`src/rtl/ex_muldiv_unit.sv`:
```
// Iterative radix-2 multiply/divide unit owning the HI/LO pair; one result bit per cycle.
// Optional sticky divide-by-zero flag output DIVZ when MULDIV_DIVZ_FLAG_EN is defined.
module ex_muldiv_unit #(
  parameter int DWL = 32
) (
  input  logic           CLK,
  input  logic           CLR_N,
  input  logic           START,
  input  logic [1:0]     OP,
  input  logic [DWL-1:0] A,
  input  logic [DWL-1:0] B,
  input  logic           ABORT,
  input  logic           WE_HI,
  input  logic           WE_LO,
  input  logic [DWL-1:0] WD,
  output logic           BUSY,
  output logic           DONE,
  output logic [DWL-1:0] HI,
  output logic [DWL-1:0] LO
`ifdef MULDIV_DIVZ_FLAG_EN
  ,
  output logic           DIVZ
`endif
);

  localparam int CW = $clog2(DWL);

  typedef enum logic [1:0] {S_IDLE, S_RUN, S_FIX} state_t;

  state_t           state, state_nx;
  logic [CW-1:0]    count;
  logic             is_div, sa, sb;
  logic [DWL-1:0]   mb;
  logic [2*DWL-1:0] acc;
  logic             launch, step, fix;
  logic             op_signed;

  function automatic logic [DWL-1:0] abs_f(input logic [DWL-1:0] x, input logic sg);
    return (sg && x[DWL-1]) ? -x : x;
  endfunction

  function automatic logic [DWL-1:0] neg1_f(input logic [DWL-1:0] x, input logic n);
    return n ? -x : x;
  endfunction

  function automatic logic [2*DWL-1:0] neg2_f(input logic [2*DWL-1:0] x, input logic n);
    return n ? -x : x;
  endfunction

  always_ff @(posedge CLK or negedge CLR_N) begin
    if (!CLR_N) state <= S_IDLE;
    else        state <= state_nx;
  end

  always_comb begin
    state_nx = state;
    case (state)
      S_IDLE:  if (START && !ABORT) state_nx = S_RUN;
      S_RUN:   if (ABORT) state_nx = S_IDLE;
               else if (count == '0) state_nx = S_FIX;
      S_FIX:   state_nx = S_IDLE;
      default: state_nx = S_IDLE;
    endcase
  end

  always_comb begin
    launch = (state == S_IDLE) && START && !ABORT;
    step   = (state == S_RUN) && !ABORT;
    fix    = (state == S_FIX) && !ABORT;
  end

  assign op_signed = ~OP[0];

  // One radix-2 step: shift-add multiply, or restoring divide on {remainder, quotient}
  logic [DWL:0]     madd, dtop, ddiff;
  logic [2*DWL-1:0] mul_nx, div_nx, acc_nx;
  always_comb begin
    madd   = {1'b0, acc[2*DWL-1:DWL]} + (acc[0] ? {1'b0, mb} : {(DWL+1){1'b0}});
    mul_nx = {madd, acc[DWL-1:1]};
    dtop   = acc[2*DWL-1:DWL-1];
    ddiff  = dtop - {1'b0, mb};
    div_nx = ddiff[DWL] ? {dtop[DWL-1:0], acc[DWL-2:0], 1'b0}
                        : {ddiff[DWL-1:0], acc[DWL-2:0], 1'b1};
    acc_nx = is_div ? div_nx : mul_nx;
  end

  // Sign correction; a zero divisor forces an all-ones quotient, remainder restores A
  logic [2*DWL-1:0] prod;
  logic [DWL-1:0]   q_fix, r_fix, hi_res, lo_res;
  always_comb begin
    prod   = neg2_f(acc, sa ^ sb);
    q_fix  = (mb == '0) ? {DWL{1'b1}} : neg1_f(acc[DWL-1:0], sa ^ sb);
    r_fix  = neg1_f(acc[2*DWL-1:DWL], sa);
    hi_res = is_div ? r_fix : prod[2*DWL-1:DWL];
    lo_res = is_div ? q_fix : prod[DWL-1:0];
  end

  always_ff @(posedge CLK or negedge CLR_N) begin
    if (!CLR_N) begin
      count  <= '0;
      is_div <= 1'b0;
      sa     <= 1'b0;
      sb     <= 1'b0;
      mb     <= '0;
      acc    <= '0;
    end else if (launch) begin
      count  <= CW'(DWL-1);
      is_div <= OP[1];
      sa     <= op_signed & A[DWL-1];
      sb     <= op_signed & B[DWL-1];
      mb     <= abs_f(B, op_signed);
      acc    <= {{DWL{1'b0}}, abs_f(A, op_signed)};
    end else if (step) begin
      count  <= count - CW'(1);
      acc    <= acc_nx;
    end
  end

  always_ff @(posedge CLK or negedge CLR_N) begin
    if (!CLR_N) begin
      BUSY <= 1'b0;
      DONE <= 1'b0;
      HI   <= '0;
      LO   <= '0;
    end else begin
      BUSY <= (state_nx != S_IDLE);
      DONE <= fix;
      if (fix) begin
        HI <= hi_res;
        LO <= lo_res;
      end else if (state == S_IDLE) begin
        if (WE_HI) HI <= WD;
        if (WE_LO) LO <= WD;
      end
    end
  end

`ifdef MULDIV_DIVZ_FLAG_EN
  always_ff @(posedge CLK or negedge CLR_N) begin
    if (!CLR_N)                       DIVZ <= 1'b0;
    else if (launch)                  DIVZ <= 1'b0;
    else if (fix && is_div && mb == '0) DIVZ <= 1'b1;
  end
`endif

endmodule

```
`config.mk`:
```
export PLATFORM = sky130hd
export DESIGN_NAME = ex_muldiv_unit
export DESIGN_NICKNAME = d
export VERILOG_FILES = /design/src/rtl/ex_muldiv_unit.sv
export SDC_FILE = /design/constraint.sdc
export NUM_CORES = 1
export LEC_CHECK = 0
export ABC_AREA = 1
export BUFFER_PORTS_ARGS = -buffer_cell sky130_fd_sc_hd__buf_2
export CAP_MARGIN = 20
export CELL_PAD_IN_SITES_DETAIL_PLACEMENT = 0
export CELL_PAD_IN_SITES_GLOBAL_PLACEMENT = 2
export CORE_UTILIZATION = 32
export DETAILED_ROUTE_END_ITERATION = 8
export PLACE_DENSITY = 0.84
export SLEW_MARGIN = 20
export SYNTH_ARGS = -nofsm -noshare
export SYNTH_HDL_FRONTEND = slang
export SYNTH_SLANG_ARGS = --single-unit
```
`constraint.sdc`:
```
create_clock -name CLK -period 3.1 [get_ports CLK]
set_input_delay 0.155 -clock CLK [delete_from_list [all_inputs] [get_ports CLK]]
set_output_delay 0.155 -clock CLK [all_outputs]
set_load 0.005 [all_outputs]
```
Yosys cells after proc, flatten, opt, wreduce, memory -nomap -nowiden
Cells that the tools add are included.
{"block": "op_classes", "muxes": 25, "addsub": 8, "eq_ne": 2, "reduce_logical": 18, "bitwise": 4}
{"operator": "$mux W32", "count": 14}
{"operator": "$mux W64", "count": 5}
{"operator": "$neg A32 Y32", "count": 4}
{"operator": "$neg A64 Y64", "count": 1}
{"operator": "$add A32 B32 Y33", "count": 1}
{"operator": "$sub A33 B32 Y33", "count": 1}
{"operator": "$logic_not A32 Y1", "count": 1}
{"operator": "$mux W5", "count": 2}
{"operator": "$reduce_bool A2 Y1", "count": 5}
{"operator": "$logic_and A1 B1 Y1", "count": 7}
{"operator": "$mux W2", "count": 3}
{"operator": "$logic_not A5 Y1", "count": 1}
{"operator": "$sub A5 B1 Y5 const B", "count": 1}
{"operator": "$pmux W2 S2", "count": 1}
{"operator": "$reduce_and A2 Y1", "count": 2}
{"operator": "$and A1 B1 Y1", "count": 2}
{"operator": "$eq A2 B1 Y1 const B", "count": 1}
{"operator": "$eq A2 B2 Y1 const B", "count": 1}
{"operator": "$logic_not A2 Y1", "count": 1}
{"operator": "$logic_not A1 Y1", "count": 1}
{"operator": "$not A1 Y1", "count": 1}
{"operator": "$xor A1 B1 Y1", "count": 1}
{"block": "totals", "output_inout_bits": 66, "register_bits": 172, "in_bits": 104, "elab_cells": 68}

Longest topological paths before layout
{"block": "logic_depth", "ltp_word": 5, "depth_mapped": 22, "depth_no_buf": 20}

Worst setup path after synthesis
No wires, ideal clock.
{"block": "synth_timing", "path_type": "reg2reg", "from": "register acc[0]", "to": "register acc[61]", "required_time_ns": 2.984, "path_stages_with_launch": 22, "setup_ns": 0.116, "path_buffers": 2, "setup_slack_ns": 0.594, "synth_period_minus_slack_ns": 2.506, "t_arrival_ns": 2.390, "path_cell_list": "dfrtp_1 -> buf_6 -> clkbuf_1 -> nand2_1 -> inv_1 -> ha_1 -> inv_1 -> fa_1 -> inv_1 -> nand3_1 -> nand3_1 -> nand2_1 -> nand2_1 -> nand2_1 -> nand2_1 -> nand2_1 -> nand3_1 -> nand3_1 -> nand2_1 -> inv_1 -> nand2_1 -> nand2_1"}
{"block": "synth_between", "elab_chain_cells": 5}
{"element": "from (decl)", "line_no": "34", "text": "logic [2*DWL-1:0] acc;"}
{"element": "from (signal assigned)", "line_no": "112", "text": "acc <= {{DWL{1'b0}}, abs_f(A, op_signed)};"}
{"element": "from (signal assigned)", "line_no": "115", "text": "acc <= acc_nx;"}
{"element": "$mux W32", "line_no": "78", "text": "madd = {1'b0, acc[2*DWL-1:DWL]} + (acc[0] ? {1'b0, mb} : {(DWL+1){1'b0}});"}
{"element": "$add A32 B32 Y33", "line_no": "78"}
{"element": "$mux W64", "line_no": "84", "text": "acc_nx = is_div ? div_nx : mul_nx;"}
{"element": "$mux W64", "line_no": "113", "text": "end else if (step) begin"}
{"element": "$mux W64", "line_no": "106", "text": "end else if (launch) begin"}
Every way passes these cells. The select of a mux whose other input is x is not followed.
A chain may end at the register's enable or synchronous reset.

Worst setup path in the final report
{"block": "layout_timing", "from": "register mb[0]", "to": "register acc[61]"}
{"block": "layout_between", "elab_chain_cells": 5, "elab_cells_between_ends": 7, "cone_classes": "add/sub: 2; mux: 5"}
{"element": "from (decl)", "line_no": "33", "text": "logic [DWL-1:0] mb;"}
{"element": "from (signal assigned)", "line_no": "111", "text": "mb <= abs_f(B, op_signed);"}
{"element": "$sub A33 B32 Y33 / $mux W32 (equally long branches)", "line_no": "81, 78"}
{"element": "$mux W64 / $add A32 B32 Y33 (equally long branches)", "line_no": "82, 78"}
{"element": "$mux W64 *", "line_no": "84"}
{"element": "$mux W64 *", "line_no": "113"}
{"element": "$mux W64 *", "line_no": "106"}
Every way passes the cells marked *; elsewhere a longest branch is shown, timed or not. The select of a mux whose other input is x is not followed.

==> impl_metrics.yaml <==
drt:
  drt-met1-wl_um: 40500
  firstDrtPassIters: 7
  drc: 0
  wl_met2_um: 35600
  wl_met3_um: 5000
  num_vias: 20901
  antenna_left: 0
  top_layer_used: "met4"
  first_iter_violations: 1915
  viasPerCell: 5.17
  wl_per_cell_um: 20.6
  wirelength_um: 83300
die:
  fp.dieH_um: 238
  coreArea_um2: 55200
  die_w_um: 238
  start_util: 0.324
  num_io_pins: 170
  rows: 86
  die_area_um2: 56900
sta:
  slew_viol_final: 0
  post-route-period-util: 0.915
  fmax_ghz: 0.352
  finClkSkew_ns: 0.0186
  tightest_slew_ns: 0.950
  maxSlewHeadroom: 0.360
  setup-violations-final: 0
  final_hold_viol_count: 0
  fin_crit_ns: 2.84
  rsz0062_at_grt: "false"
  fin_tns_setup_ns: 0
finish:
  nets: 3459
  final_cell_count_no_fill: 4045
  n_fill_cell: 6194
  drive_above_1_share: 0.112
  areaGrowthSynthToFinish_pct: 17.3
  post-route-util: 0.380
  num_antenna_cells: 0
synth:
  synth.avg_cell_area_um2: 5.85
  synth_flop_cell: "dfrtp_1"
  synth_edf_count: 0
  post-synth-top-count-cell: "nand2_1"
  synth_seq_cells: 172
  synth.net_count: 3236
  yosysTopAreaCell: "dfrtp_1"
  syn_area_um2: 17900
  netlist-cell-type-count: 54
  synth.area.top_cells: "dfrtp_1 24%, nand2_1 22%, inv_1 9.7%, nand3_1 7.6%, nor2_1 5.5%"
  async_reset_ff_frac: 1.00
  yosys_warnings: 0
  synth_cells: 3061
  ys_seq_area_frac: 0.241
  synth_top_area_share: 0.241
  yosys-top-cells-count: "1058 x nand2_1, 460 x inv_1, 272 x nand3_1, 261 x nor2_1, 172 x dfrtp_1"
worst_setup_path:
  cp-start-kind: "flop"
  worstPathMaxFanout: 15
  cp.arrival_ns: 3.25
  crit_path_end_kind: "flop"
  worstSetupPathType: "reg2reg"
  required_ns: 3.51
place:
  portBuffers: 169
  dp_hpwl_um: 68600
  dp.cells: 3979
  gp_congestion: 1.00
clock_tree:
  clock_path_buffers: 2
  path_clk_slew_ns: 0.08
  cts_tree: "built"
  clock_sinks: 172
  cts-root-buf: "clkbuf_16"
  htreeDepth: 4
  cts_made_buffers: 17
  insertion_delay_ns: 0.52
flow_run:
  maxCapViolCount: 0
pwr:
  p_leak_nw: 11.3
  internal_power_mw: 7.61
  switchingPower_mw: 10.1
  worst_ir_drop_vdd_mv: 0.515
  pwr-share-comb: 0.667
  power_density_nw_per_um2: 846
  clock_power_share: 0.132
  p_seq_frac: 0.201
  swShare: 0.571
worst_hold_path:
  hold_path_class: "in2reg"
grt:
  grt_usage: 0.292
  grt_overflow: 0
  grt_pass1_vias: 19315
  antenna_found_initial: 0
  grt_pass1_wl_um: 124000
  grt_max_degree: 83
outcome:
  outcome: "complete, no violations"
[critical path, cell delays in order (launching register included)]
cell	delay (ns)
dfrtp_1	0.42
ha_1	0.25
fa_1	0.50
inv_1	0.17
nand2_1	0.06
nand2_1	0.08
nand3_1	0.08
nand2_2	0.12
nand2_1	0.07
nand2_2	0.11
nand2_2	0.09
nand3_1	0.18
nand2_8	0.15
buf_12	0.19
nand2_1	0.05
nand3_1	0.08
nand2_1	0.10
nand2_1	0.05
[cell usage in the layout, fill, tap and decap left out, types with 3 or more instances in the layout]
master         count
o21bai_1          29
a31oi_1           26
ha_1              69
xor2_1            39
nor2_1           261
nand3b_1          10
o211ai_1          54
nand2_2           25
xnor2_1           22
a22oi_1           15
inv_1            459
nand3_2            7
nand2_1         1058
clkbuf_16         17
o31ai_1            3
buf_2            168
buf_12             6
nand4_1           58
nor3_1            43
nor4_1             8
clkinv_4           3
inv_2              6
buf_4             89
nor2_2            11
o21ai_0          162
and2_1             8
dlygate4sd3_1     34
a21oi_1          110
clkinv_8           5
dfrtp_1          171
or2_2              7
inv_8              3
o21ai_1            5
nand3_1          271
a21o_1             3
[final cells by class]
| class | count | area [um2] | share of cell area |
|---|---|---|---|
| clock buffer | 17 | 425 | 0.0203 |
| sequential | 172 | 4310 | 0.205 |
| timing repair buffer | 298 | 1980 | 0.0943 |
| clock inverter | 15 | 191 | 0.00912 |
| inverter | 467 | 1750 | 0.0836 |
| tap | 748 | 936 | 0.0446 |
| multi-input combinational | 2328 | 11400 | 0.543 |
[worst paths after layout]
| check | from | end | slack [ns] | depth (start not counted) |
|---|---|---|---|---|
| max | mb[0] | acc[61] | 0.26 | 17 |
| min | WD[9] | LO[9] | 0.008 | 3 |
| max reg2reg | mb[0] | acc[61] | 0.26 | 17 |
| min reg2reg | count[4] | state[1] | 0.49 | 1 |
| max in group asynchronous | CLR_N | LO[29] | 1.98 | 3 |
| min in group asynchronous | CLR_N | HI[22] | 0.21 | 2 |
[power groups by stage]
stage | registers (mW) | logic (mW) | clock network [mW]
finish | 3.56 | 11.8 | 2.35
global placement | 3.57 | 11.7 | 0
floorplan | 3.38 | 7.26 | 0
CTS | 3.54 | 11.7 | 2.38
global route | 3.60 | 13.0 | 2.45
detailed placement | 3.58 | 11.6 | 0
[cell families (layout without fill, tap and decap cells)]
logic type	after synthesis	in the layout	share of synthesized area
AOI/OAI and AO/OA	415	415	0.134
adders and majority gates	71	71	0.0505
and+or+nand+nor	1781	1781	0.421
DFF	172	172	0.241
buffers and inverters	561	797	0.124
xor gates and xnor gates	61	61	0.0299
[metrics by stage]
step / worst slack (ns) / area, um2 / hold slack [ns] / total power [mW]
4_1_cts: 0.242 / 21000 / 0.0000177 / 17.6
3_3_place_gp: 0.285 / 20000 / 0.223 / 15.2
3_5_place_dp: 0.259 / 20000 / 0.217 / 15.1
2_1_floorplan: 0.594 / 17900 / -0.141 / 10.6
6_report: 0.263 / 21000 / 0.00848 / 17.8
5_1_grt: 0.0218 / 21000 / 0.0142 / 19.1
[state kept, by name, summed over array words and instances (netlist names)]
register	count
acc	64
HI	32
LO	32
mb	32
count	5
state	2
BUSY	1
DONE	1
is_div	1
sa	1
sb	1
[metal layers]
layer  global-route usage  vias to the layer above
li1                     -                    10248
met1                0.428                     9849
met2                0.443                      708
met3               0.0383                       96
met4               0.0866                        0
met5                    0                        -
[repair_timing]
action,in CTS,in global routing
endpoints found under the setup margin,0,1
buffers inserted,0,0
hold buffers,34,0
hold endpoints to repair,88,0
resized for setup,0,1
(Power assumes the default switching activity.)
